[config.mk]
export PLATFORM = sky130hd
export DESIGN_NAME = ecg_afe_sequencer_flat
export DESIGN_NICKNAME = d
export VERILOG_FILES = /design/src/rtl/ecg_afe_pkg.sv /design/src/rtl/ecg_afe_sequencer_if.sv /design/src/rtl/ecg_drdy_sync.sv /design/src/rtl/ecg_afe_sequencer.sv /design/src/flat_wrapper.sv
export SDC_FILE = /design/constraint.sdc
export NUM_CORES = 1
export LEC_CHECK = 0
export ABC_CLOCK_PERIOD_IN_PS = 3810
export BUFFER_PORTS_ARGS = -buffer_cell sky130_fd_sc_hd__buf_4
export CAP_MARGIN = 20
export CELL_PAD_IN_SITES_DETAIL_PLACEMENT = 0
export CELL_PAD_IN_SITES_GLOBAL_PLACEMENT = 1
export CORE_MARGIN = 2
export CORE_UTILIZATION = 45
export CTS_BUF_LIST = sky130_fd_sc_hd__clkbuf_4
export DETAILED_ROUTE_END_ITERATION = 8
export GPL_TIMING_DRIVEN = 0
export PLACE_DENSITY = 0.95
export SETUP_SLACK_MARGIN = 0.15
export SYNTH_ARGS = -nofsm -noshare
export SYNTH_HDL_FRONTEND = slang
export SYNTH_SLANG_ARGS = --single-unit
[constraint.sdc]
create_clock -name clk -period 3.81 [get_ports clk]
set_input_delay 0.381 -clock clk [delete_from_list [all_inputs] [get_ports clk]]
set_output_delay 0.381 -clock clk [all_outputs]
set_load 0.02 [all_outputs]
[src/rtl/ecg_afe_pkg.sv]
// Shared encodings, command opcodes and the AFE register configuration table
// for the ECG AFE sequencer. Readback states exist only with ECG_SEQ_READBACK_EN.
package ecg_afe_pkg;

    localparam logic [3:0] ST_PWRUP      = 4'd0;
    localparam logic [3:0] ST_CFG_REQ    = 4'd1;
    localparam logic [3:0] ST_CFG_REL    = 4'd2;
`ifdef ECG_SEQ_READBACK_EN
    localparam logic [3:0] ST_CFG_RB_REQ = 4'd3;
    localparam logic [3:0] ST_CFG_RB_REL = 4'd4;
`endif
    localparam logic [3:0] ST_IDLE       = 4'd5;
    localparam logic [3:0] ST_RD_REQ     = 4'd6;
    localparam logic [3:0] ST_RD_REL     = 4'd7;
    localparam logic [3:0] ST_ERROR      = 4'd8;

    typedef enum logic [3:0] {
        S_PWRUP      = ST_PWRUP,
        S_CFG_REQ    = ST_CFG_REQ,
        S_CFG_REL    = ST_CFG_REL,
`ifdef ECG_SEQ_READBACK_EN
        S_CFG_RB_REQ = ST_CFG_RB_REQ,
        S_CFG_RB_REL = ST_CFG_RB_REL,
`endif
        S_IDLE       = ST_IDLE,
        S_RD_REQ     = ST_RD_REQ,
        S_RD_REL     = ST_RD_REL,
        S_ERROR      = ST_ERROR
    } seq_state_t;

    localparam logic [31:0] READ_CMD_DEF = 32'h1200_0000;
    localparam logic [7:0]  RREG_BASE    = 8'h20;
    localparam logic [7:0]  WREG_BASE    = 8'h40;

    // Write word layout: {opcode|addr, 8'h00, data, 8'h00}
    function automatic logic [31:0] wreg_cmd(input logic [4:0] addr, input logic [7:0] data);
        return {WREG_BASE | {3'b000, addr}, 8'h00, data, 8'h00};
    endfunction

    function automatic logic [31:0] rreg_cmd(input logic [4:0] addr);
        return {RREG_BASE | {3'b000, addr}, 24'h00_0000};
    endfunction

    function automatic logic [31:0] cfg_table(input logic [3:0] idx);
        case (idx)
            4'd0:    return wreg_cmd(5'h01, 8'h02);  // CONFIG1: 500 SPS
            4'd1:    return wreg_cmd(5'h02, 8'hA0);  // CONFIG2: reference buffer on
            4'd2:    return wreg_cmd(5'h04, 8'h05);  // CH1SET: gain 6, test input
            4'd3:    return wreg_cmd(5'h05, 8'h81);  // CH2SET: powered down
            default: return 32'h0000_0000;
        endcase
    endfunction

endpackage

[src/rtl/ecg_afe_sequencer_if.sv]
// Four-phase request/done handshake between the sequencer and the SPI master.
interface ecg_afe_sequencer_if;
    logic        spi_start;
    logic [31:0] spi_tx_data;
    logic [31:0] spi_rx_data;
    logic        spi_done;

    modport master (output spi_start, spi_tx_data, input spi_rx_data, spi_done);
    modport slave  (input spi_start, spi_tx_data, output spi_rx_data, spi_done);
endinterface

[src/rtl/ecg_drdy_sync.sv]
// Two-flop synchronizer for the AFE data-ready pin plus a one-cycle falling-edge strobe.
module ecg_drdy_sync (
    input  logic clk,
    input  logic rst,
    input  logic drdy_n,
    output logic fall
);
    logic [1:0] sync;
    logic       prev;

    // Reset to the idle-high level so releasing reset never fakes an edge.
    always_ff @(posedge clk or posedge rst) begin
        if (rst) begin
            sync <= 2'b11;
            prev <= 1'b1;
        end else begin
            sync <= {sync[0], drdy_n};
            prev <= sync[1];
        end
    end

    assign fall = prev & ~sync[1];
endmodule

[src/rtl/ecg_afe_sequencer.sv]
// ECG AFE sequencer: power-up wait, register configuration, then one SPI read per drdy fall.
// Optional configuration readback check is enabled by defining ECG_SEQ_READBACK_EN.
//
// state      | meaning
// PWRUP      | power-up delay count
// CFG_REQ    | config write in flight
// CFG_REL    | waiting for done to drop after a write
// CFG_RB_REQ | readback of the entry just written (optional)
// CFG_RB_REL | waiting for done to drop after readback (optional)
// IDLE       | configured, waiting for a drdy fall
// RD_REQ     | sample read in flight
// RD_REL     | waiting for done to drop after a read
// ERROR      | transfer timed out; left only by reset
module ecg_afe_sequencer
    import ecg_afe_pkg::*;
#(
    parameter int          PWRUP_CYCLES   = 100000,
    parameter int          TIMEOUT_CYCLES = 4096,
    parameter int          NUM_CFG        = 4,
    parameter logic [31:0] READ_CMD       = READ_CMD_DEF
) (
    input  logic                       clk,
    input  logic                       rst,
    input  logic                       enable,
    input  logic                       drdy_n,
    ecg_afe_sequencer_if.master        spi,
    output logic                       cfg_done,
    output logic                       sample_valid,
    output logic [23:0]                sample_data,
    output logic [7:0]                 sample_status,
    output logic                       overrun,
    output logic                       timeout_err,
    output logic                       cfg_err
);
    localparam int PW = $clog2(PWRUP_CYCLES + 1);
    localparam int TW = $clog2(TIMEOUT_CYCLES + 1);

    seq_state_t    state;
    logic [PW-1:0] pwr_cnt;
    logic [TW-1:0] to_cnt;
    logic [3:0]    idx;
    logic          pending;
    logic          fall;
    logic          start_q;
    logic [31:0]   tx_q;
    logic          req_wait;
    logic          to_hit;
    logic          cfg_busy;
    logic          last_cfg;

    ecg_drdy_sync u_drdy_sync (
        .clk    (clk),
        .rst    (rst),
        .drdy_n (drdy_n),
        .fall   (fall)
    );

    assign spi.spi_start   = start_q;
    assign spi.spi_tx_data = tx_q;

    assign req_wait = start_q && !spi.spi_done;
    assign to_hit   = req_wait && (to_cnt == TW'(TIMEOUT_CYCLES - 1));
    assign last_cfg = (idx == 4'(NUM_CFG - 1));
`ifdef ECG_SEQ_READBACK_EN
    logic [31:0] cur_cfg;
    assign cur_cfg  = cfg_table(idx);
    assign cfg_busy = (state == S_CFG_REQ) || (state == S_CFG_REL) ||
                      (state == S_CFG_RB_REQ) || (state == S_CFG_RB_REL);
`else
    assign cfg_busy = (state == S_CFG_REQ) || (state == S_CFG_REL);
    assign cfg_err  = 1'b0;
`endif

    always_ff @(posedge clk or posedge rst) begin
        if (rst) begin
            state         <= S_PWRUP;
            pwr_cnt       <= '0;
            to_cnt        <= '0;
            idx           <= '0;
            pending       <= 1'b0;
            start_q       <= 1'b0;
            tx_q          <= '0;
            cfg_done      <= 1'b0;
            sample_valid  <= 1'b0;
            sample_data   <= '0;
            sample_status <= '0;
            overrun       <= 1'b0;
            timeout_err   <= 1'b0;
`ifdef ECG_SEQ_READBACK_EN
            cfg_err       <= 1'b0;
`endif
        end else begin
            sample_valid <= 1'b0;
            to_cnt       <= req_wait ? to_cnt + 1'b1 : '0;
            if (fall && cfg_busy)
                overrun <= 1'b1;

            if (to_hit) begin
                timeout_err <= 1'b1;
                start_q     <= 1'b0;
                state       <= S_ERROR;
            end else begin
                case (state)
                    S_PWRUP: begin
                        if (pwr_cnt == PW'(PWRUP_CYCLES - 1)) begin
                            idx     <= '0;
                            tx_q    <= cfg_table(4'd0);
                            start_q <= 1'b1;
                            state   <= S_CFG_REQ;
                        end else begin
                            pwr_cnt <= pwr_cnt + 1'b1;
                        end
                    end
                    S_CFG_REQ: begin
                        if (spi.spi_done) begin
                            start_q <= 1'b0;
                            state   <= S_CFG_REL;
                        end
                    end
`ifdef ECG_SEQ_READBACK_EN
                    S_CFG_REL: begin
                        if (!spi.spi_done) begin
                            tx_q    <= rreg_cmd(cur_cfg[28:24]);
                            start_q <= 1'b1;
                            state   <= S_CFG_RB_REQ;
                        end
                    end
                    S_CFG_RB_REQ: begin
                        if (spi.spi_done) begin
                            if (spi.spi_rx_data[7:0] != cur_cfg[15:8])
                                cfg_err <= 1'b1;
                            start_q <= 1'b0;
                            state   <= S_CFG_RB_REL;
                        end
                    end
                    S_CFG_RB_REL: begin
`else
                    S_CFG_REL: begin
`endif
                        if (!spi.spi_done) begin
                            if (last_cfg) begin
                                cfg_done <= 1'b1;
                                state    <= S_IDLE;
                            end else begin
                                idx     <= idx + 4'd1;
                                tx_q    <= cfg_table(idx + 4'd1);
                                start_q <= 1'b1;
                                state   <= S_CFG_REQ;
                            end
                        end
                    end
                    S_IDLE: begin
                        if (fall && enable) begin
                            tx_q    <= READ_CMD;
                            start_q <= 1'b1;
                            state   <= S_RD_REQ;
                        end
                    end
                    S_RD_REQ: begin
                        if (fall) begin
                            if (pending) overrun <= 1'b1;
                            else         pending <= 1'b1;
                        end
                        if (spi.spi_done) begin
                            sample_data   <= spi.spi_rx_data[23:0];
                            sample_status <= spi.spi_rx_data[31:24];
                            sample_valid  <= 1'b1;
                            start_q       <= 1'b0;
                            state         <= S_RD_REL;
                        end
                    end
                    S_RD_REL: begin
                        if (!spi.spi_done) begin
                            // A fall arriving on the exit cycle either starts the
                            // next read itself or becomes the new pending event.
                            if ((pending || fall) && enable) begin
                                pending <= pending && fall;
                                tx_q    <= READ_CMD;
                                start_q <= 1'b1;
                                state   <= S_RD_REQ;
                            end else begin
                                pending <= 1'b0;
                                state   <= S_IDLE;
                            end
                        end else if (fall) begin
                            if (pending) overrun <= 1'b1;
                            else         pending <= 1'b1;
                        end
                    end
                    S_ERROR: begin
                        start_q <= 1'b0;
                    end
                    default: begin
                        start_q <= 1'b0;
                        state   <= S_ERROR;
                    end
                endcase
            end
        end
    end
endmodule

[src/flat_wrapper.sv]
// flat-port wrapper written by rule: the top's interface ports become plain ports
module ecg_afe_sequencer_flat import ecg_afe_pkg::*;
#(
    parameter int          PWRUP_CYCLES   = 100000,
    parameter int          TIMEOUT_CYCLES = 4096,
    parameter int          NUM_CFG        = 4,
    parameter logic [31:0] READ_CMD       = READ_CMD_DEF
)
  (clk, rst, enable, drdy_n, cfg_done, sample_valid, sample_data, sample_status, overrun, timeout_err, cfg_err, spi_spi_start, spi_spi_tx_data, spi_spi_rx_data, spi_spi_done);
  ecg_afe_sequencer_if spi_i ();
  input  logic clk;
  input  logic rst;
  input  logic enable;
  input  logic drdy_n;
  output logic cfg_done;
  output logic sample_valid;
  output logic [23:0] sample_data;
  output logic [7:0] sample_status;
  output logic overrun;
  output logic timeout_err;
  output logic cfg_err;
  output wire logic [$bits(spi_i.spi_start)-1:0] spi_spi_start;
  output wire logic [$bits(spi_i.spi_tx_data)-1:0] spi_spi_tx_data;
  input wire logic [$bits(spi_i.spi_rx_data)-1:0] spi_spi_rx_data;
  input wire logic [$bits(spi_i.spi_done)-1:0] spi_spi_done;
  assign spi_spi_start = spi_i.spi_start;
  assign spi_spi_tx_data = spi_i.spi_tx_data;
  assign spi_i.spi_rx_data = spi_spi_rx_data;
  assign spi_i.spi_done = spi_spi_done;
  ecg_afe_sequencer #(.PWRUP_CYCLES(PWRUP_CYCLES), .TIMEOUT_CYCLES(TIMEOUT_CYCLES), .NUM_CFG(NUM_CFG), .READ_CMD(READ_CMD)) u_core (.clk(clk), .rst(rst), .enable(enable), .drdy_n(drdy_n), .spi(spi_i), .cfg_done(cfg_done), .sample_valid(sample_valid), .sample_data(sample_data), .sample_status(sample_status), .overrun(overrun), .timeout_err(timeout_err), .cfg_err(cfg_err));
endmodule
After elaboration in Yosys (flattened, before gate mapping)
Index checks and enable logic that the tools add are counted.
Widths: inputs -> output; s select.

word-level totals
  bits in registers = 111
  input port bits = 37
  output and inout bits = 70
  logic and storage cells = 119

operators by class
  add/subtract/negate cells = 3
  equal/unequal tests = 28
  mux-type cells = 45
  bitwise logic cells = 5
  reductions and logical operators = 23

operators by type and width
  cell                   number
  $mux 32                6
  $pmux 32 s4            1
  $pmux 31 s4            1
  $mux 4                 10
  $pmux 4 s7             1
  $mux 1                 19
  $add 17x1->17 const B  1
  $eq 17x17->1 const B   1
  $eq 4x2->1 const B     4
  $ne 3x2->1 const B     5
  $reduce_and 7->1       2
  $add 13x1->13 const B  1
  $eq 13x12->1 const B   1
  $mux 13                1
  $eq 4x3->1 const B     3
  $ne 3x1->1 const B     4
  $eq 4x1->1 const B     2
  $logic_not 4->1        2
  $ne 2x1->1 const B     4
  $pmux 4 s2             1
  $reduce_and 8->1       1
  $logic_and 1x1->1      6
  $ne 2x2->1 const B     3
  $reduce_and 3->1       2
  other kinds (16)       22

Depth between registers and ports, before layout
Gate-level depths: netlist (run 1).

  depth in word-level cells = 9
  depth in mapped cells = 8
  depth with buffers taken out = 6

Modules after synthesis
From an unflattened synthesis (run 1), not the netlist that was laid out.

unflattened totals
  cells, all modules = 378
  area, all modules = 4251.6 um^2

by module, submodules not included
  module             times used  cells each  area an instance (um^2)
  ecg_afe_sequencer  1           373         4155.2
  ecg_drdy_sync      1           5           96.3

Worst setup path before layout (run 1)
No wires, ideal clock.

  kind = register to register
  from = register u_core.start_q, in the netlist u_core.spi.spi_start
  to = register u_core.tx_q[10], in the netlist u_core.spi.spi_tx_data[10]
  library setup time = 125 ps
  arrival = 2021 ps
  data required time = 3685 ps
  setup slack = 1664 ps
  stages on the path, launching flop included = 7
  cell sequence = dfrtp_1 or3b_2 or4_4 nand2b_1 or4_4 buf_6 mux2_4

on the way
  longest elaborated chain between the ends = 4

RTL lines
  element                     RTL line                  source
  from (decl)                 ecg_afe_sequencer.sv:44   logic start_q;
  from (signal assigned)      ecg_afe_sequencer.sv:81   start_q <= 1'b0;
  from (signal assigned)      ecg_afe_sequencer.sv:100  start_q <= 1'b0;
  from (signal assigned)      ecg_afe_sequencer.sv:108  start_q <= 1'b1;
  $logic_and 1x1->1           ecg_afe_sequencer.sv:61   assign req_wait = start_q && !spi.spi_done;
  $logic_and 1x1->1           ecg_afe_sequencer.sv:62   assign to_hit = req_wait && (to_cnt == TW'(TIMEOUT_CYCLES - 1));
  $not 1->1 (no line)         n/a
  $reduce_and 8->1 (no line)  n/a
  to (signal assigned)        ecg_afe_sequencer.sv:107  tx_q <= cfg_table(4'd0);
  to (signal assigned)        ecg_afe_sequencer.sv:146  tx_q <= cfg_table(idx + 4'd1);
  to (decl)                   ecg_afe_sequencer.sv:45   logic [31:0] tx_q;

Every way passes these cells.
A chain may end at the register's enable or synchronous reset.

Worst setup path in the final report (run 1)
  from = register u_core.pwr_cnt[0]
  to = register u_core.idx[2]

on the way
  longest elaborated chain between the ends = 3

RTL lines
  element                     RTL line                  source
  from (decl)                 ecg_afe_sequencer.sv:39   logic [PW-1:0] pwr_cnt;
  from (signal assigned)      ecg_afe_sequencer.sv:111  pwr_cnt <= pwr_cnt + 1'b1;
  $eq 17x17->1                ecg_afe_sequencer.sv:105  if (pwr_cnt == PW'(PWRUP_CYCLES - 1)) begin
  $ne 2x1->1 (no line)        n/a
  $reduce_and 5->1 (no line)  n/a
  to (signal assigned)        ecg_afe_sequencer.sv:145  idx <= idx + 4'd1;
  to (decl)                   ecg_afe_sequencer.sv:41   logic [3:0] idx;

Every way passes these cells.

==> impl_results.rst, run 1 <==
.. list-table::
   :header-rows: 1

   * - Metric
     - Value
   * - Status
     - finished clean
   * - Worst setup slack after placement
     - 1.476 ns
   * - Post-synth EDFFs
     - 0
   * - Maximum fanout along the worst path
     - 5
   * - Startpoint of the tightest hold check path
     - spi_spi_rx_data[16]
   * - Worst R2R End
     - u_core.idx[2]$_DFFE_PP0P_
   * - Netlist Area Pre-Place
     - between 4000 and 5000 um2
   * - Std-Cell Rows
     - 35
   * - Slowest library cell on the worst path
     - sky130_fd_sc_hd__nor4b_1
   * - Worst slew margin relative to its limit
     - 39.34%
   * - Number of maximum-capacitance constraint violations
     - 0
   * - Sequential fraction of design power
     - around three fifths
   * - First-pass GRT wire length
     - around 15,000 um
   * - Achievable clock frequency
     - 0.4289 GHz
   * - Total Wirelength
     - 8819 um
   * - Maximum resistive drop on vdd
     - approximately 220 uV
   * - First element of the critical path
     - u_core.pwr_cnt[0]$_DFFE_PP0P_
   * - Share of final-layout standard cells stronger than drive strength 1
     - between 20% and 30%
   * - Number of antenna violations at the first check in global routing
     - 0
   * - Placeable core area
     - 9240 um2
   * - Final count of pins violating max slew
     - 0
   * - Hold crit path type
     - input port to flop
   * - Number of endpoints failing setup at the final stage
     - 0
   * - Final Hold Fails
     - 0
   * - Slowest Stage Delay on Critical Path
     - approximately 0.78 ns
   * - Area grow syn2layout
     - 24.42%
   * - Die extent in y
     - 101.8 um
   * - Post-synthesis instance total
     - between 400 and 500
   * - Total of buffers placed on input and output ports
     - 83
   * - Final antenna-violating net count
     - 0
   * - Area post-placement
     - 5201 um2
   * - Post-CTS setup-driven buffer insertion count
     - 0
   * - Crit share post-route
     - between 60% and 70%
   * - DRC violation count after routing
     - 0
   * - Post-synth top flop
     - sky130_fd_sc_hd__dfrtp_1
   * - Share of the core filled with cells
     - 57.96%
   * - Switching power share of the total
     - roughly 22%
   * - Worst-path clk slew
     - between 0.1 and 0.15 ns
   * - Min-Delay Path Depth
     - 3
   * - Sinks on the clock net
     - around 90
   * - Warnings, synthesis
     - 0
   * - Count of unique library cells instantiated by Yosys
     - 59
   * - RSZ-0062 raised after global routing
     - false
   * - Inserted Diodes
     - 0
   * - Ys async rst share
     - 100.0%
   * - Initial core utilization
     - between 40% and 50%
   * - Startpoint types
     - flop
   * - Worst-case clock buffer depth
     - 2
   * - Path type of the worst setup path
     - flop to flop
   * - Root buffer selected by CTS
     - sky130_fd_sc_hd__clkbuf_4
   * - Worst hold endpoint
     - u_core.sample_data[16]$_DFFE_PP0P_
   * - Register-to-register setup slack
     - approximately 1.5 ns
   * - Part of the power in combinational logic
     - under 10%
   * - Seq cells post-synth
     - between 80 and 90
   * - Reg2reg start
     - u_core.pwr_cnt[0]$_DFFE_PP0P_
   * - Horizontal die dimension
     - 101.8 um
   * - Routed wire per std cell
     - between 10 and 15 um
   * - Total number of vias
     - 3,423
   * - Power density normalized to cell area
     - roughly 290 nW/um2
   * - Total die area
     - just over 10,000 um2
   * - Crit path DAT
     - ~2.6 ns
   * - Depth of the worst register-to-register path
     - 6
   * - Final weighted congestion in routability-driven placement
     - between 0.8 and 0.9
   * - Worst hold slack
     - 0.1358 ns
   * - Data required, critical path
     - slightly above 4 ns
   * - Ordered list of cells on the worst path
     - ha_1, nand4_2, and4b_1, nor2_1, nor4b_1, a31oi_1
   * - H-tree lvl count
     - 3
   * - Leakage
     - ~2.8 nW
   * - Leading post-synthesis cells by cell area
     - sky130_fd_sc_hd__dfrtp_1 49%, sky130_fd_sc_hd__nand2_1 11%, sky130_fd_sc_hd__buf_4 4.2%
   * - Relative contribution of the clock network to total power
     - between 30 and 40%
   * - # nets final
     - roughly 610
   * - Critical path endpoint category
     - flop
   * - Top-area cell type share of the netlist area
     - 49.42%
   * - Sequential share of the synthesized area
     - between 50% and 60%
   * - Placed wire-length estimate
     - about 6500 um
   * - Pin count of the biggest net entering global routing
     - 62
   * - Setup Skew
     - 0.01932 ns
   * - Starting DRT DRC Count
     - 179
   * - Net Switching
     - about 0.35 mW
   * - Internal Dissipation
     - 1.202 mW
   * - Number of global-route vias before repair
     - 3,277
   * - Clock tree from TritonCTS
     - yes
   * - Post-synthesis area per instance
     - roughly 9.6 um2
   * - DRT Pass-1 Iters
     - 5
   * - Worst setup slack after layout
     - between 1 and 1.5 ns
   * - Final cell area excluding filler cells
     - 5355 um2
   * - Num CTS Buffers
     - 9
   * - Later-pin clock latency in the skew report
     - 0.42 ns
   * - Top-level I/O count
     - around 110
   * - Clock period minus final worst setup slack
     - around 2.3 ns
   * - Routed vias/inst
     - between 4 and 5
   * - Transition time at the pin with the least slew margin
     - around 0.9 ns
   * - Cell type contributing the most total cell area after synthesis
     - sky130_fd_sc_hd__dfrtp_1
   * - Accumulated negative setup slack
     - 0 ns
   * - Aggregate global routing overflow
     - 0
   * - Total global routing track utilization
     - around 18%
-- final cells by class --
class / count / area, um2
plain buffers: 41 / 256.5
clock buffers: 12 / 90.09
clock inverters: 3 / 43.79
fillers: 842 / 3885
inverters: 12 / 47.55
multi-input cells: 331 / 1879
flip-flops and latches: 88 / 2206
well taps: 129 / 161.4
repair buffers: 86 / 670.6
-- cell usage in the layout, fill, tap and decap left out, types with 2 or more instances in the layout --
cell type                         n
sky130_fd_sc_hd__nand3_1         17
sky130_fd_sc_hd__conb_1          23
sky130_fd_sc_hd__nor2b_1          2
sky130_fd_sc_hd__or3b_2           2
sky130_fd_sc_hd__dfstp_2          3
sky130_fd_sc_hd__buf_2            3
sky130_fd_sc_hd__nand2b_1         7
sky130_fd_sc_hd__o21ai_0         12
sky130_fd_sc_hd__a31oi_1          5
sky130_fd_sc_hd__xnor2_1         19
sky130_fd_sc_hd__nand4b_1         2
sky130_fd_sc_hd__mux2_4           9
sky130_fd_sc_hd__or2_2            3
sky130_fd_sc_hd__and3_1           4
sky130_fd_sc_hd__or4_4            2
sky130_fd_sc_hd__xor2_1           8
sky130_fd_sc_hd__and2_1           2
sky130_fd_sc_hd__nor2_1          38
sky130_fd_sc_hd__clkbuf_4        12
sky130_fd_sc_hd__buf_4          107
sky130_fd_sc_hd__dlygate4sd3_1    2
sky130_fd_sc_hd__nand2_1        121
sky130_fd_sc_hd__nor4_1           5
sky130_fd_sc_hd__dfrtp_1         85
sky130_fd_sc_hd__and4b_1          2
sky130_fd_sc_hd__nor3_1           4
sky130_fd_sc_hd__nand4_1          9
sky130_fd_sc_hd__ha_1             7
sky130_fd_sc_hd__inv_1           11
sky130_fd_sc_hd__clkbuf_1         9
sky130_fd_sc_hd__buf_1            3
-- state kept, by name, summed over array words and instances (netlist names), 2 cells and up --
| signal | flops |
|---|---|
| u_core.spi.spi_tx_data | 9 |
| u_core.u_drdy_sync.sync | 2 |
| u_core.sample_data | 24 |
| u_core.sample_status | 8 |
| u_core.state | 4 |
| u_core.pwr_cnt | 17 |
| u_core.to_cnt | 13 |
| u_core.idx | 4 |
-- how the worst max path moves through the flow --
stage / end / cells after the start
2_1_floorplan: u_core.cfg_done$_DFFE_PP0P_ / 1
3_3_place_gp: u_core.pwr_cnt[2]$_DFFE_PP0P_ / 2
3_5_place_dp: u_core.spi.spi_tx_data[30]$_DFFE_PP0P_ / 7
4_1_cts: u_core.idx[2]$_DFFE_PP0P_ / 6
5_1_grt: u_core.idx[2]$_DFFE_PP0P_ / 6
6_report: u_core.idx[2]$_DFFE_PP0P_ / 6
-- repair_timing --
item	4_1_cts	5_1_grt
hold buffers	1	1
gates resized for setup	0	0
setup endpoints to repair	0	0
hold endpoints to repair	26	1
-- routing by layer --
metal / track usage [%] / vias to the layer above / part of all wire [%] / routed length [um]
met5: 0 / - / 0 / 0
met3: 6.832 / 7 / 6.3 / 554
met2: 29.25 / 102 / 49 / 4320
li1: - / 1690 / - / -
met4: 3.638 / 0 / 0.63 / 56
met1: 23.05 / 1624 / 44 / 3889
-- power groups by stage --
stage	clock, mW	combinational, mW	sequential [mW]
6_report	0.517	0.0957	0.938
5_1_grt	0.569	0.105	0.938
3_3_place_gp	0	0.0893	0.956
4_1_cts	0.535	0.0954	0.938
2_1_floorplan	0	0.0552	0.955
3_5_place_dp	0	0.0946	0.955
-- critical path, delay by kind of cell, from the launching register on --
family | cells | cell delay (ns)
flops | 1 | 0.41
compound gates | 1 | 0.18
fa+ha+maj | 1 | 0.23
simple gates | 4 | 1.35
-- stage by stage --
stage | power, mW | std cells
floorplan | 1.010 | 472
global placement | 1.045 | 684
detailed placement | 1.050 | 685
CTS | 1.568 | 701
global route | 1.613 | 702
finish | 1.550 | 702
-- synth_stat cells, types with 2 or more instances --
| cell type | instances |
|---|---|
| sky130_fd_sc_hd__a31oi_1 | 5 |
| sky130_fd_sc_hd__and2_1 | 2 |
| sky130_fd_sc_hd__and3_1 | 4 |
| sky130_fd_sc_hd__and4b_1 | 2 |
| sky130_fd_sc_hd__buf_1 | 3 |
| sky130_fd_sc_hd__buf_2 | 3 |
| sky130_fd_sc_hd__buf_4 | 24 |
| sky130_fd_sc_hd__clkbuf_1 | 9 |
| sky130_fd_sc_hd__dfrtp_1 | 85 |
| sky130_fd_sc_hd__dfstp_2 | 3 |
| sky130_fd_sc_hd__ha_1 | 7 |
| sky130_fd_sc_hd__inv_1 | 12 |
| sky130_fd_sc_hd__mux2_4 | 9 |
| sky130_fd_sc_hd__nand2_1 | 121 |
| sky130_fd_sc_hd__nand2b_1 | 7 |
| sky130_fd_sc_hd__nand3_1 | 17 |
| sky130_fd_sc_hd__nand4_1 | 9 |
| sky130_fd_sc_hd__nand4b_1 | 2 |
| sky130_fd_sc_hd__nor2_1 | 38 |
| sky130_fd_sc_hd__nor2b_1 | 2 |
| sky130_fd_sc_hd__nor3_1 | 4 |
| sky130_fd_sc_hd__nor4_1 | 5 |
| sky130_fd_sc_hd__o21ai_0 | 12 |
| sky130_fd_sc_hd__or2_2 | 3 |
| sky130_fd_sc_hd__or3b_2 | 2 |
| sky130_fd_sc_hd__or4_4 | 2 |
| sky130_fd_sc_hd__xnor2_1 | 19 |
| sky130_fd_sc_hd__xor2_1 | 8 |
-- kinds of logic after synthesis --
kind of cell / synth area share, %
DFF: 51.25
and+or+nand+nor: 25.73
muxes: 3.372
buffers and inverters: 7.005
xor gates and xnor gates: 5.494
other: 0.08713
adders and majority gates: 2.035
AOI/OAI and AO/OA: 5.030
Power figures use the tool's default switching activity.
==> run 2: changes to the inputs <==
--- a/config.mk
+++ b/config.mk
@@ -5,17 +5,17 @@
 export SDC_FILE = /design/constraint.sdc
 export NUM_CORES = 1
 export LEC_CHECK = 0
-export ABC_CLOCK_PERIOD_IN_PS = 3810
+export ABC_CLOCK_PERIOD_IN_PS = 2100
 export BUFFER_PORTS_ARGS = -buffer_cell sky130_fd_sc_hd__buf_4
 export CAP_MARGIN = 20
 export CELL_PAD_IN_SITES_DETAIL_PLACEMENT = 0
 export CELL_PAD_IN_SITES_GLOBAL_PLACEMENT = 1
 export CORE_MARGIN = 2
-export CORE_UTILIZATION = 45
+export CORE_UTILIZATION = 38
 export CTS_BUF_LIST = sky130_fd_sc_hd__clkbuf_4
 export DETAILED_ROUTE_END_ITERATION = 8
 export GPL_TIMING_DRIVEN = 0
-export PLACE_DENSITY = 0.95
+export PLACE_DENSITY = 0.86
 export SETUP_SLACK_MARGIN = 0.15
 export SYNTH_ARGS = -nofsm -noshare
 export SYNTH_HDL_FRONTEND = slang
==> constraint.sdc (replaced) <==
create_clock -name clk -period 2.1 [get_ports clk]
set_input_delay 0.21 -clock clk [delete_from_list [all_inputs] [get_ports clk]]
set_output_delay 0.21 -clock clk [all_outputs]
set_load 0.02 [all_outputs]
==> impl_results.rst, run 2 (synthesis results as in run 1) <==
.. list-table::
   :header-rows: 1

   * - Metric
     - Value
   * - Aggregate global routing overflow
     - 0 (unchanged)
   * - Most frequent cells in the layout
     - 124 x sky130_fd_sc_hd__buf_4, 116 x sky130_fd_sc_hd__nand2_1, 82 x sky130_fd_sc_hd__dfrtp_1 (was 121 x sky130_fd_sc_hd__nand2_1, 107 x sky130_fd_sc_hd__buf_4, 85 x sky130_fd_sc_hd__dfrtp_1)
   * - Final weighted congestion in routability-driven placement
     - 0.8348 (was 0.8513)
   * - Pin count of the biggest net entering global routing
     - 36 (was 62)
   * - Min-Delay Path Depth
     - 4 (was 3)
   * - Reg2reg start
     - u_core.pwr_cnt[6]$_DFFE_PP0P_ (was u_core.pwr_cnt[0]$_DFFE_PP0P_)
   * - DRT Pass-1 Iters
     - 4 (was 5)
   * - Worst slew margin relative to its limit
     - 56.21% (was 39.34%)
   * - Startpoint types
     - flop (unchanged)
   * - Top flop regs
     - u_core.sample_data (24), u_core.pwr_cnt (17), u_core.to_cnt (13) (unchanged)
   * - Routed vias/inst
     - 4.857 (was 4.876)
   * - Violated checks
     - negative setup slack
   * - RSZ-0062 raised after global routing
     - true (was false)
   * - Dpl cells
     - 697 (was 685)
   * - Path type of the worst setup path
     - flop to flop (unchanged)
   * - H-tree lvl count
     - 3 (unchanged)
   * - Routed wire per std cell
     - 13.65 um (was 12.56 um)
   * - Clock period minus final worst setup slack
     - 2.217 ns (was 2.332 ns)
   * - Final antenna-violating net count
     - 0 (unchanged)
   * - Initial core utilization
     - 39.36% (was 46.58%)
   * - Worst-path clk slew
     - 0.15 ns (was 0.13 ns)
   * - Share of final-layout standard cells stronger than drive strength 1
     - 34.71% (was 26.88%)
   * - # nets final
     - 667 (was 613)
   * - Placeable core area
     - 10,940 um2 (was 9240 um2)
   * - Final Total Pwr
     - 3.021 mW (was 1.550 mW)
   * - Worst R2R End
     - u_core.spi.spi_tx_data[9]$_DFFE_PP0P_ (was u_core.idx[2]$_DFFE_PP0P_)
   * - Worst hold endpoint
     - u_core.pending$_DFFE_PP0P_ (was u_core.sample_data[16]$_DFFE_PP0P_)
   * - Register with the most flip-flops
     - u_core.sample_data (unchanged)
   * - Commonest non-fill, non-tap cell in the layout
     - sky130_fd_sc_hd__buf_4 (was sky130_fd_sc_hd__nand2_1)
   * - Total global routing track utilization
     - 16.98% (was 17.97%)
   * - Die extent in y
     - 110.4 um (was 101.8 um)
   * - Transition time at the pin with the least slew margin
     - 0.6544 ns (was 0.8973 ns)
   * - Total Wirelength
     - 10,500 um (was 8819 um)
   * - Total die area
     - 12,190 um2 (was 10,360 um2)
   * - Crit share post-route
     - 105.6% (was 61.20%)
   * - Final Hold Fails
     - 0 (unchanged)
   * - Hold crit path type
     - input port to flop (unchanged)
   * - Root buffer selected by CTS
     - sky130_fd_sc_hd__clkbuf_4 (unchanged)
   * - Placed wire-length estimate
     - 6835 um (was 6478 um)
   * - Share of the core filled with cells
     - 56.84% (was 57.96%)
   * - Area post-placement
     - 5276 um2 (was 5201 um2)
   * - First-pass GRT wire length
     - 17,410 um (was 14,910 um)
   * - Crit path DAT
     - 2.56 ns (was 2.59 ns)
   * - DRC violation count after routing
     - 0 (unchanged)
   * - Num CTS Buffers
     - 9 (unchanged)
   * - Worst setup slack after layout
     - -0.1166 ns (was 1.478 ns)
   * - Area grow syn2layout
     - 44.42% (was 24.42%)
   * - Setup Skew
     - 0.02483 ns (was 0.01932 ns)
   * - Total number of vias
     - 3,735 (was 3,423)
   * - Accumulated negative setup slack
     - -0.9187 ns (was 0 ns)
   * - Largest register FFs
     - 24 (unchanged)
   * - Register-to-register setup slack
     - -0.12 ns (was 1.48 ns)
   * - Startpoint of the tightest hold check path
     - enable (was spi_spi_rx_data[16])
   * - Number of antenna violations at the first check in global routing
     - 0 (unchanged)
   * - Maximum fanout along the worst path
     - 5 (unchanged)
   * - Final cell count without fillers
     - 769 (was 702)
   * - Critical path endpoint category
     - flop (unchanged)
   * - Maximum resistive drop on vdd
     - 300.5 uV (was 218.1 uV)
   * - Horizontal die dimension
     - 110.4 um (was 101.8 um)
   * - Depth of the worst register-to-register path
     - 6 (unchanged)
   * - Power density normalized to cell area
     - 486.0 nW/um2 (was 289.4 nW/um2)
   * - Data required, critical path
     - 2.44 ns (was 4.07 ns)
   * - Clock tree from TritonCTS
     - yes (unchanged)
   * - Worst hold slack
     - 0.2670 ns (was 0.1358 ns)
   * - Final count of pins violating max slew
     - 0 (unchanged)
   * - Final cell area excluding filler cells
     - 6216 um2 (was 5355 um2)
   * - Number of fill cells
     - 941 (was 842)
   * - Worst setup slack after placement
     - -0.1870 ns (was 1.476 ns)
   * - Number of global-route vias before repair
     - 3,764 (was 3,277)
   * - Number of endpoints failing setup at the final stage
     - 9 (was 0)
   * - Sinks on the clock net
     - 88 (unchanged)
   * - Starting DRT DRC Count
     - 124 (was 179)
   * - Total of buffers placed on input and output ports
     - 83 (unchanged)
   * - Leakage
     - 3.193 nW (was 2.812 nW)
   * - Std-Cell Rows
     - 38 (was 35)
   * - Worst-case clock buffer depth
     - 2 (unchanged)
   * - Achievable clock frequency
     - 0.4511 GHz (was 0.4289 GHz)
   * - Number of maximum-capacitance constraint violations
     - 0 (unchanged)
   * - Status
     - finished, violations left (was finished clean)
   * - Top-level I/O count
     - 107 (unchanged)
   * - Later-pin clock latency in the skew report
     - 0.44 ns (was 0.42 ns)
## run 2: what timing repair did
action | CTS | global route
cloned | 1 | 1
hold endpoints to repair | 55 | 0
hold buffers | 34 | 0
setup endpoints to repair | 63 | 67
gates resized for setup | 40 | 24
buffers inserted | 9 | 10
pin swaps | 19 | 15
## run 2: critical path: stages (launching register included)
cell	delay (ns)
sky130_fd_sc_hd__dfrtp_1	0.47
sky130_fd_sc_hd__and4bb_1	0.32
sky130_fd_sc_hd__and4b_1	0.26
sky130_fd_sc_hd__nor2_2	0.06
sky130_fd_sc_hd__or4_4	0.55
sky130_fd_sc_hd__clkbuf_16	0.18
sky130_fd_sc_hd__mux2_4	0.29
## run 2: area by class of cell
class                           count  area [um2]  area share (%)
Inverter                           12       48.80          0.7850
Antenna cell                        1       2.502         0.04026
Timing Repair Buffer              140        1190           19.14
Clock inverter                      7       96.34           1.550
Buffer                             41       294.0           4.730
Tap cell                          140       175.2           2.818
Clock buffer                        9       67.56           1.087
Multi-Input combinational cell    331        2132           34.30
Sequential cell                    88        2210           35.55
## run 2: per-layer routing
metal  routed length (um)  up-vias  global-route usage, %
met2                 5451      126                  29.20
met3                  558       19                  4.116
met1                 4317     1797                  20.82
li1                     -     1793                      -
met5                    0        -                      0
met4                  173        0                  5.917
## run 2: worst max-delay path by stage
stage / slack (ns) / end / from
final: -0.12 / u_core.spi.spi_tx_data[9]$_DFFE_PP0P_ / u_core.pwr_cnt[6]$_DFFE_PP0P_
after CTS: -0.09 / u_core.spi.spi_tx_data[24]$_DFFE_PP0P_ / u_core.pwr_cnt[0]$_DFFE_PP0P_
after detailed placement: -0.19 / u_core.idx[3]$_DFFE_PP0P_ / u_core.pwr_cnt[8]$_DFFE_PP0P_
after floorplan: 0.07 / u_core.spi.spi_tx_data[10]$_DFFE_PP0P_ / u_core.pwr_cnt[0]$_DFFE_PP0P_
after global placement: -0.1 / u_core.idx[3]$_DFFE_PP0P_ / u_core.pwr_cnt[8]$_DFFE_PP0P_
after global routing: -0.16 / u_core.spi.spi_tx_data[9]$_DFFE_PP0P_ / u_core.pwr_cnt[1]$_DFFE_PP0P_
## run 2: power breakdown
part	total [mW]	internal [mW]	switching [mW]
Combinational	0.228	0.124	0.104
Sequential	1.70	1.70	0.00250
Clock	1.09	0.486	0.605
==> run 3: changes to the inputs <==
--- a/config.mk
+++ b/config.mk
@@ -16,6 +16,7 @@
 export DETAILED_ROUTE_END_ITERATION = 8
 export GPL_TIMING_DRIVEN = 0
 export PLACE_DENSITY = 0.86
+export RECOVER_POWER = 50
 export SETUP_SLACK_MARGIN = 0.15
 export SYNTH_ARGS = -nofsm -noshare
 export SYNTH_HDL_FRONTEND = slang
==> impl_results.rst, run 3 (synthesis results as in run 1) <==
.. list-table::
   :header-rows: 1

   * - Metric
     - Value
   * - Routed vias/inst
     - 4.861 (was 4.857)
   * - Clock period minus final worst setup slack
     - 2.229 ns (was 2.217 ns)
   * - Share of final-layout standard cells stronger than drive strength 1
     - 32.48% (was 34.71%)
   * - Relative contribution of the clock network to total power
     - 36.2% (was 36.1%)
   * - Internal Dissipation
     - 2.306 mW (was 2.310 mW)
   * - Achievable clock frequency
     - 0.4486 GHz (was 0.4511 GHz)
   * - Most frequent cells in the layout
     - 116 x sky130_fd_sc_hd__nand2_1, 109 x sky130_fd_sc_hd__buf_4, 82 x sky130_fd_sc_hd__dfrtp_1 (was 124 x sky130_fd_sc_hd__buf_4, 116 x sky130_fd_sc_hd__nand2_1, 82 x sky130_fd_sc_hd__dfrtp_1)
   * - Ordered list of cells on the worst path
     - nor4b_4, and4b_1, nor2_2, or4_4, clkbuf_16, mux2_4 (was and4bb_1, and4b_1, nor2_2, or4_4, clkbuf_16, mux2_4)
   * - Slowest library cell on the worst path
     - sky130_fd_sc_hd__or4_4 (unchanged)
   * - Switching power share of the total
     - 23.62% (was 23.55%)
   * - Sequential fraction of design power
     - 56.4% (about the same)
   * - Number of global-route vias before repair
     - 3,764 (unchanged)
   * - Total die area
     - 12,190 um2 (unchanged)
   * - Worst slew margin relative to its limit
     - 26.28% (was 56.21%)
   * - Reg2reg start
     - u_core.pwr_cnt[8]$_DFFE_PP0P_ (was u_core.pwr_cnt[6]$_DFFE_PP0P_)
   * - H-tree lvl count
     - 3 (unchanged)
   * - Placed wire-length estimate
     - 6835 um (unchanged)
   * - Startpoint types
     - flop (unchanged)
   * - Violated checks
     - negative setup slack (unchanged)
   * - Starting DRT DRC Count
     - 155 (was 124)
   * - Clock tree from TritonCTS
     - yes (unchanged)
   * - Maximum fanout along the worst path
     - 5 (unchanged)
   * - Final cell area excluding filler cells
     - 6150 um2 (was 6216 um2)
   * - Initial core utilization
     - 39.36% (unchanged)
   * - Final weighted congestion in routability-driven placement
     - 0.8348 (unchanged)
   * - Top-level I/O count
     - 107 (unchanged)
   * - Die extent in y
     - 110.4 um (unchanged)
   * - Worst hold slack
     - 0.2615 ns (was 0.2670 ns)
   * - Part of the power in combinational logic
     - 7.5% (was 7.6%)
   * - Inserted Diodes
     - 0 (was 1)
   * - Register with the most flip-flops
     - u_core.sample_data (unchanged)
   * - Commonest non-fill, non-tap cell in the layout
     - sky130_fd_sc_hd__nand2_1 (was sky130_fd_sc_hd__buf_4)
   * - Hold crit path type
     - input port to flop (unchanged)
   * - Final Hold Fails
     - 0 (unchanged)
   * - Worst-path clk slew
     - 0.15 ns (about the same)
   * - Num CTS Buffers
     - 9 (unchanged)
   * - Number of antenna violations at the first check in global routing
     - 0 (unchanged)
   * - Area grow syn2layout
     - 42.88% (was 44.42%)
   * - Pin count of the biggest net entering global routing
     - 36 (unchanged)
   * - Number of fill cells
     - 955 (was 941)
   * - First element of the critical path
     - u_core.pwr_cnt[8]$_DFFE_PP0P_ (was u_core.pwr_cnt[6]$_DFFE_PP0P_)
   * - First-pass GRT wire length
     - 17,410 um (unchanged)
   * - RSZ-0062 raised after global routing
     - true (unchanged)
   * - Final antenna-violating net count
     - 0 (unchanged)
   * - Std-Cell Rows
     - 38 (unchanged)
   * - Area post-placement
     - 5276 um2 (unchanged)
   * - DRT Pass-1 Iters
     - 4 (unchanged)
   * - Crit path DAT
     - 2.57 ns (was 2.56 ns)
   * - Number of maximum-capacitance constraint violations
     - 0 (unchanged)
   * - Net Switching
     - 0.7131 mW (was 0.7116 mW)
   * - Total global routing track utilization
     - 16.98% (unchanged)
   * - Slowest Stage Delay on Critical Path
     - 0.56 ns (was 0.55 ns)
   * - Transition time at the pin with the least slew margin
     - 1.100 ns (was 0.6544 ns)
   * - Total of buffers placed on input and output ports
     - 83 (unchanged)
   * - Root buffer selected by CTS
     - sky130_fd_sc_hd__clkbuf_4 (unchanged)
   * - Combined area of the multi-input logic cells
     - 2132 um2 (unchanged)
   * - Cell family contributing the most delay on the critical path
     - simple AND/OR/NAND/NOR gates (unchanged)
   * - Routed wire per std cell
     - 13.72 um (was 13.65 um)
   * - Top flop regs
     - u_core.sample_data (24), u_core.pwr_cnt (17), u_core.to_cnt (13) (unchanged)
   * - Total number of vias
     - 3,733 (was 3,735)
   * - Number of endpoints failing setup at the final stage
     - 9 (unchanged)
   * - Final count of pins violating max slew
     - 0 (unchanged)
   * - Path type of the worst setup path
     - flop to flop (unchanged)
   * - Largest register FFs
     - 24 (unchanged)
   * - Maximum resistive drop on vdd
     - 302.7 uV (was 300.5 uV)
   * - # nets final
     - 667 (unchanged)
   * - Power density normalized to cell area
     - 491.0 nW/um2 (was 486.0 nW/um2)
   * - Total Wirelength
     - 10,540 um (was 10,500 um)
   * - Startpoint of the tightest hold check path
     - enable (unchanged)
   * - Setup Skew
     - 0.02197 ns (was 0.02483 ns)
   * - Aggregate global routing overflow
     - 0 (unchanged)
   * - Data required, critical path
     - 2.44 ns (about the same)
   * - Final cell count without fillers
     - 768 (was 769)
   * - Sinks on the clock net
     - 88 (unchanged)
   * - CP Buf/Inv Count
     - 1 (unchanged)
   * - Area taken by flip-flops and latches
     - 2210 um2 (unchanged)
   * - Worst setup slack after layout
     - -0.1291 ns (was -0.1166 ns)
   * - Status
     - finished, violations left (unchanged)
   * - Critical path endpoint category
     - flop (unchanged)
   * - Worst-case clock buffer depth
     - 2 (unchanged)
   * - DRC violation count after routing
     - 0 (unchanged)
   * - Crit share post-route
     - 106.1% (was 105.6%)
   * - Leakage
     - 3.132 nW (was 3.193 nW)
   * - Dpl cells
     - 697 (unchanged)
   * - Horizontal die dimension
     - 110.4 um (unchanged)
   * - Placeable core area
     - 10,940 um2 (unchanged)
   * - Later-pin clock latency in the skew report
     - 0.44 ns (about the same)
run 3: area by class of cell:
type | instances | area share [%]
flip-flops and latches | 88 | 35.93
multi-input cells | 331 | 34.67
repair buffers | 140 | 18.35
plain buffers | 41 | 4.781
well taps | 140 | 2.848
clock inverters | 7 | 1.567
clock buffers | 9 | 1.099
inverters | 12 | 0.7528
run 3: repair_timing:
item	4_1_cts	5_1_grt
endpoints found under the setup margin	63	67
hold endpoints to repair	55	0
gates cloned	1	1
pin swaps	19	15
resized for setup	40	24
setup buffers	9	10
hold buffers	34	0
run 3: metrics by stage:
| step | worst slack, ns | utilization [%] | setup TNS (ns) | total power [mW] |
|---|---|---|---|---|
| 2_1_floorplan | 0.06982 | - | 0 | 1.834 |
| 3_3_place_gp | -0.09826 | 47.88 | -2.500 | 1.898 |
| 3_5_place_dp | -0.1870 | 48.25 | -3.041 | 1.909 |
| 4_1_cts | -0.09123 | 54.90 | -0.7447 | 3.057 |
| 5_1_grt | -0.1648 | 56.24 | -1.865 | 3.154 |
| 6_report | -0.1291 | 56.24 | -1.045 | 3.019 |
run 3: power by group through the flow:
stage               registers, mW  clock network, mW  logic [mW]
floorplan                    1.73                  0       0.101
CTS                          1.70               1.13       0.227
finish                       1.70               1.09       0.225
global placement             1.73                  0       0.164
global route                 1.70               1.21       0.244
detailed placement           1.73                  0       0.175
run 3: layer usage:
layer / vias to the layer above / part of all wire (%) / track usage, %
met5: - / 0 / 0
met4: 0 / 1.7 / 5.917
met3: 20 / 4.9 / 4.116
met2: 115 / 52 / 29.20
met1: 1807 / 41 / 20.82
li1: 1791 / - / -
run 3: worst paths after layout:
| kind | to | cells past startpoint | slack (ns) |
|---|---|---|---|
| setup reg to reg | u_core.spi.spi_tx_data[9]$_DFFE_PP0P_ | 6 | -0.13 |
| hold / removal | u_core.pending$_DFFE_PP0P_ | 4 | 0.26 |
| setup / recovery | u_core.spi.spi_tx_data[9]$_DFFE_PP0P_ | 6 | -0.13 |
| hold reg to reg | u_core.u_drdy_sync.sync[1]$_DFF_PP1_ | 0 | 0.39 |
| max in group asynchronous | u_core.u_drdy_sync.prev$_DFF_PP1_ | 5 | 0.32 |
| min in group asynchronous | u_core.sample_data[1]$_DFFE_PP0P_ | 3 | 0.53 |
run 3: worst min-delay path: stages:
cell and delay (ns):
sky130_fd_sc_hd__buf_4 0.10, sky130_fd_sc_hd__and3b_1 0.21, sky130_fd_sc_hd__o41ai_2 0.09, sky130_fd_sc_hd__o21ai_1 0.07
